==> src/rtl/pipe_stage_reg.sv <==
// -----------------------------------------------------------------------------
// pipe_stage_reg
//
// Elastic pipeline register between two processor stages. The stage holds a
// main entry that drives the outputs and, when PIPE_SKID_EN is defined, a
// second skid entry so that in_ready can be a registered signal with no
// combinational path from out_ready.
//
// Build option:
//   PIPE_SKID_EN defined   : EMPTY/ONE/TWO states, registered in_ready.
//   PIPE_SKID_EN undefined : EMPTY/ONE only,
//                            in_ready = ~out_valid | out_ready.
//
// Parameters:
//   DATA_W  datapath payload width (operands, immediates, PC)
//   CTRL_W  control payload width; reads as zero on bubbles
//   CNT_W   width of the saturating stall counter
//
// Ports:
//   clk        clock, all state updates on the rising edge
//   rst        asynchronous active-low reset
//   flush      synchronous squash of every held entry
//   in_valid   upstream offers an instruction
//   in_ready   this stage accepts in the current cycle
//   in_ctrl    upstream control payload
//   in_data    upstream datapath payload
//   out_valid  downstream payload valid
//   out_ready  downstream accepts in the current cycle
//   out_ctrl   control payload, all-zero whenever out_valid is low
//   out_data   datapath payload, holds its last value while out_valid is low
//   stall_cnt  saturating count of cycles with out_valid & ~out_ready
// -----------------------------------------------------------------------------
module pipe_stage_reg #(
   parameter int DATA_W = 64,
   parameter int CTRL_W = 16,
   parameter int CNT_W  = 16
) (
   input  logic              clk,
   input  logic              rst,
   input  logic              flush,
   input  logic              in_valid,
   output logic              in_ready,
   input  logic [CTRL_W-1:0] in_ctrl,
   input  logic [DATA_W-1:0] in_data,
   output logic              out_valid,
   input  logic              out_ready,
   output logic [CTRL_W-1:0] out_ctrl,
   output logic [DATA_W-1:0] out_data,
   output logic [CNT_W-1:0]  stall_cnt
);

   localparam logic [1:0] EMPTY = 2'd0;
   localparam logic [1:0] ONE   = 2'd1;
   localparam logic [1:0] TWO   = 2'd2;

   localparam logic [CNT_W-1:0] CNT_ONE = CNT_W'(1);

   logic [1:0]        state;
   logic [1:0]        state_nxt;
   logic              accept;
   logic              emit;
   logic              load_main_in;
   logic [CTRL_W-1:0] main_ctrl;
   logic [DATA_W-1:0] main_data;

`ifdef PIPE_SKID_EN
   logic              load_main_skid;
   logic              load_skid;
   logic              ready_q;
   logic [CTRL_W-1:0] skid_ctrl;
   logic [DATA_W-1:0] skid_data;
`endif

   assign out_valid = (state != EMPTY);
   assign emit      = out_valid & out_ready;
   assign accept    = in_valid & in_ready & ~flush;

   // Bubbles must look like a NOP downstream, so the control payload is
   // gated rather than left at whatever the main entry last held.
   assign out_ctrl  = out_valid ? main_ctrl : '0;
   assign out_data  = main_data;

`ifdef PIPE_SKID_EN
   assign in_ready  = ready_q;
`else
   // Single-entry mode: a full stage can still take a new entry in the same
   // cycle its current one leaves.
   assign in_ready  = ~out_valid | out_ready;
`endif

   // ---------------------------------------------------------------------------
   // Next-state and load decode
   // ---------------------------------------------------------------------------
   always_comb begin
      // NOTE: every output of this block gets a default first, so no path
      // through the case statement leaves a signal unassigned (no latch).
      state_nxt      = state;
      load_main_in   = 1'b0;
`ifdef PIPE_SKID_EN
      load_main_skid = 1'b0;
      load_skid      = 1'b0;
`endif
      if (flush) begin
         // Flush wins over any simultaneous accept or emit.
         state_nxt = EMPTY;
      end else begin
         case (state)
            EMPTY: begin
               if (accept) begin
                  state_nxt    = ONE;
                  load_main_in = 1'b1;
               end
            end
            ONE: begin
               if (accept && emit) begin
                  load_main_in = 1'b1;
`ifdef PIPE_SKID_EN
               end else if (accept) begin
                  // Downstream stalled: park the newcomer behind main.
                  state_nxt = TWO;
                  load_skid = 1'b1;
`endif
               end else if (emit) begin
                  state_nxt = EMPTY;
               end
            end
            TWO: begin
`ifdef PIPE_SKID_EN
               // in_ready is low here, so only the skid-to-main move happens.
               if (emit) begin
                  state_nxt      = ONE;
                  load_main_skid = 1'b1;
               end
`else
               state_nxt = EMPTY;
`endif
            end
            default: state_nxt = EMPTY;
         endcase
      end
   end

   // ---------------------------------------------------------------------------
   // State register
   // ---------------------------------------------------------------------------
   always_ff @(posedge clk or negedge rst) begin
      // NOTE: sequential state uses non-blocking assignments so every flop
      // samples pre-edge values regardless of block ordering.
      if (!rst) begin
         state <= EMPTY;
      end else begin
         state <= state_nxt;
      end
   end

`ifdef PIPE_SKID_EN
   // Registered ready: low exactly when the next state holds two entries.
   always_ff @(posedge clk or negedge rst) begin
      if (!rst) begin
         ready_q <= 1'b1;
      end else begin
         ready_q <= (state_nxt != TWO);
      end
   end
`endif

   // ---------------------------------------------------------------------------
   // Payload registers
   // ---------------------------------------------------------------------------
   always_ff @(posedge clk or negedge rst) begin
      // NOTE: payload registers are reset too, because out_data is visible
      // while out_valid is low and must read zero straight out of reset.
      if (!rst) begin
         main_ctrl <= '0;
         main_data <= '0;
      end else if (load_main_in) begin
         main_ctrl <= in_ctrl;
         main_data <= in_data;
`ifdef PIPE_SKID_EN
      end else if (load_main_skid) begin
         main_ctrl <= skid_ctrl;
         main_data <= skid_data;
`endif
      end
   end

`ifdef PIPE_SKID_EN
   always_ff @(posedge clk or negedge rst) begin
      if (!rst) begin
         skid_ctrl <= '0;
         skid_data <= '0;
      end else if (load_skid) begin
         skid_ctrl <= in_ctrl;
         skid_data <= in_data;
      end
   end
`endif

   // ---------------------------------------------------------------------------
   // Stall counter: saturating, deliberately blind to flush
   // ---------------------------------------------------------------------------
   always_ff @(posedge clk or negedge rst) begin
      if (!rst) begin
         stall_cnt <= '0;
      end else if (out_valid && !out_ready && (stall_cnt != '1)) begin
         stall_cnt <= stall_cnt + CNT_ONE;
      end
   end

endmodule

==> config.mk <==
export PLATFORM = sky130hd
export DESIGN_NAME = pipe_stage_reg
export DESIGN_NICKNAME = d
export VERILOG_FILES = /design/src/rtl/pipe_stage_reg.sv
export SDC_FILE = /design/constraint.sdc
export NUM_CORES = 1
export LEC_CHECK = 0
export ABC_CLOCK_PERIOD_IN_PS = 3280
export CORE_MARGIN = 2
export CORE_UTILIZATION = 44
export CTS_CLUSTER_SIZE = 16
export DETAILED_ROUTE_END_ITERATION = 8
export HOLD_SLACK_MARGIN = 0.12
export PLACE_DENSITY = 0.86
export SETUP_SLACK_MARGIN = 0.02
export SLEW_MARGIN = 30
export SYNTH_ARGS = -nofsm -noshare
export SYNTH_HDL_FRONTEND = slang
export SYNTH_SLANG_ARGS = --single-unit
==> constraint.sdc <==
create_clock -name clk -period 3.28 [get_ports clk]
set_clock_uncertainty 0.2 [all_clocks]
set_input_delay 0.656 -clock clk [delete_from_list [all_inputs] [get_ports clk]]
set_output_delay 0.656 -clock clk [all_outputs]
set_load 0.05 [all_outputs]
==> run_results.csv <==
group,metric,value,unit
run_status,status,"finished clean",
sta,relSlewSlack,0.5147,
clock_tree,h-tree-depth,3,
clock_tree,cts_tree,"done",
hold_path,hold_path.class,"in2async",
route,viasPerCell,4.930,
sta,hold_viol,0,
layout,final_common_cell,"clkdlybuf4s50_1",
power,finalPower,3.682,mW
synth,syn-cell-area,3892,um2
sta,slew_violations,0,
layout,num-fill-cells,633,
synth,ys_warn_count,0,
grt,grt_max_degree,58,
floorplanning,die_w,98.06,um
sta,tns,0,ns
layout,nets,534,
sta,final-setup-viol-count,0,
synth,postSynthAreaPerCell,14.86,um2
clock_tree,cts_hold_buf,0,
floorplanning,pin_count,183,
synth,synth_ff_type,"dfrtp_1",
clock_tree,cts-root-buf,"clkbuf_8",
synth,synth.net_count,348,
placed_design,dp_cells,545,
synth,synth_area_leader_cell,"dfrtp_1",
synth,synthCells,262,
sta,fin_crit_sh,0.8940,
critical_path,arrival,2.08,ns
power,seqPwrFrac,0.415,
sta,rsz0062_at_grt,"no",
layout,layout-drive-gt1-share,0.2340,
synth,synth_top_area_share,0.6236,
power,power_switching,1.416,mW
grt,first_global_vias,2883,
power,vdd.ir_drop.worst,513.2,uV
sta,fmax,0.3410,GHz
route,met3WireLength,734,um
route,wl_per_cell,15.69,um
synth,yosysUniqueCellTypes,24,
floorplanning,coreArea,8636,um2
grt,antenna_found_initial,0,
grt,grt_use_total,0.1844,
critical_path,slowest_stage,"clkdlybuf4s50_1",
synth,ys_seq_area_frac,0.6236,
route,met2_length,4.403,mm
layout,syn_to_final_growth,55.22,%
route,wl_met1,3.509,mm
critical_path,critical_path_depth,2,
placed_design,hpwl,6.618,mm
floorplanning,rows,34,
clock_tree,postCtsSetupBuffers,0,
clock_tree,clock-sinks,97,
synth,ys_seq_elements,97,
floorplanning,die_h,98.06,um
power,pwr-share-comb,0.391,
synth,async_reset_ff_frac,1.000,
clock_tree,clk-insertion-delay-late,0.35,ns
route,dr_total_vias,2766,
clock_tree,cts_made_buffers,9,
route,routed_wl,8.804,mm
run,drv_cap,0,
critical_path,slowest_delay,0.84,ns
power,power.internal,2.265,mW
placed_design,gp_congestion,0.7847,
sta,layout_min_cycle_time,2.932,ns
layout,layoutNonFillerInstCount,561,
route,highest_layer,"met4",
layout,antennaDiodeCount,0,
sta,worst_slack,0.3477,ns
clock_tree,clk_pin_slew,0.10,ns
route,drc,0,
sta,worst_hold_slack,0.1467,ns
power,switching_share,0.3847,
layout,area.sequential,2427,um2
route,drtIter0Drc,68,
critical_path,worstSetupPathType,"reg2out",
clock_tree,cts_buffer_depth,2,
grt,grt_first_pass_wirelength,14.29,mm
floorplanning,initial_core_util,0.4507,
floorplanning,fp.dieArea,9615,um2
layout,layout_common_cells,"clkdlybuf4s50_1 (180), dfrtp_1 (97), mux2_2 (80)",
synth,synth_edf_count,0,
synth,synthTopCellsByArea,"dfrtp_1 (62%), mux2_2 (23%), xor2_1 (2.9%)",
placed_design,place_ws,0.6024,ns
layout,multiInputGateArea,1414,um2
sta,worst_pin_slew,0.7279,ns
critical_path,end_kind,"primary output",
placed_design,io_buffers,182,
power,clockPowerShare,0.194,
power,p_per_area,609.3,nW/um2
critical_path,crit_buf_inv,1,
grt,overflow,0,
critical_path,path_cells,"and2_1 -> clkdlybuf4s50_1",
route,drt_pass1_iterations,4,
critical_path,r2r_cells,4,
critical_path,crit_fanout,18,
critical_path,crit_family,"buffers and inverters",
critical_path,crit_path_start_kind,"flip-flop",
power,leakagePower,2.528,nW
clock_tree,post_cts_resized,0,
critical_path,worstPathRequired,2.42,ns
route,ant_nets,0,
stage by stage:
stage          instance area [um2]    util
2_1_floorplan                 3892       -
3_3_place_gp                  5861  0.6786
3_5_place_dp                  5861  0.6786
4_1_cts                       6042  0.6997
5_1_grt                       6042  0.6997
6_report                      6042  0.6997
state kept, by name (all words and copies together) (netlist names):
register and cells:
out_data 64, main_ctrl 16, stall_cnt 16, state 1
worst paths after layout:
path / slack (ns) / from / to
min in group clk: 0.30 / main_ctrl[13]$_DFFE_PN0P_ / main_ctrl[13]$_DFFE_PN0P_
max: 0.35 / state[0]$_DFFE_PN0P_ / out_ctrl[2]
max reg2reg: 1.04 / state[0]$_DFFE_PN0P_ / out_data[41]$_DFFE_PN0P_
max in group asynchronous: 2.06 / rst / main_ctrl[1]$_DFFE_PN0P_
min reg2reg: 0.30 / main_ctrl[13]$_DFFE_PN0P_ / main_ctrl[13]$_DFFE_PN0P_
min: 0.15 / rst / stall_cnt[1]$_DFFE_PN0P_
layer usage:
| metal | global-route usage | vias to the layer above |
|---|---|---|
| li1 | - | 1278 |
| met1 | 0.2268 | 1358 |
| met2 | 0.3103 | 117 |
| met3 | 0.05727 | 13 |
| met4 | 0.06197 | 0 |
| met5 | 0 | - |
cells by family (layout without fill, tap and decap cells):
logic type / Yosys count / count (layout) / share of synthesized area
adders and majority gates: 1 / 1 / 0.003214
and+or+nand+nor: 54 / 54 / 0.08037
AOI/OAI and AO/OA: 2 / 2 / 0.009323
buffers and inverters: 12 / 203 / 0.01446
muxes: 81 / 81 / 0.2353
xor gates and xnor gates: 15 / 15 / 0.03375
DFF: 97 / 97 / 0.6236
synthesized netlist by cell type, drive strengths merged (3+ instances only):
library cell	instances
and2	16
buf	9
dfrtp	97
mux2	81
nand2	7
nand3	4
nand4	5
nor2	10
nor3	3
nor4	3
xor2	13
power by group through the flow:
stage | Clock, mW | Combinational (mW) | Sequential, mW
floorplan | 0 | 0.307 | 2.12
global placement | 0 | 1.43 | 1.54
detailed placement | 0 | 1.45 | 1.55
CTS | 0.734 | 1.45 | 1.53
global route | 0.783 | 1.50 | 1.56
finish | 0.716 | 1.44 | 1.53
area by class of cell:
class	instances	area share
flip-flops and latches	97	0.4017
repair buffers	185	0.3106
well taps	108	0.02236
inverters	2	0.001242
clock buffers	11	0.02340
clock inverters	5	0.006627
multi-input cells	153	0.2340
Note: power is estimated with default switching activity, not from simulation.
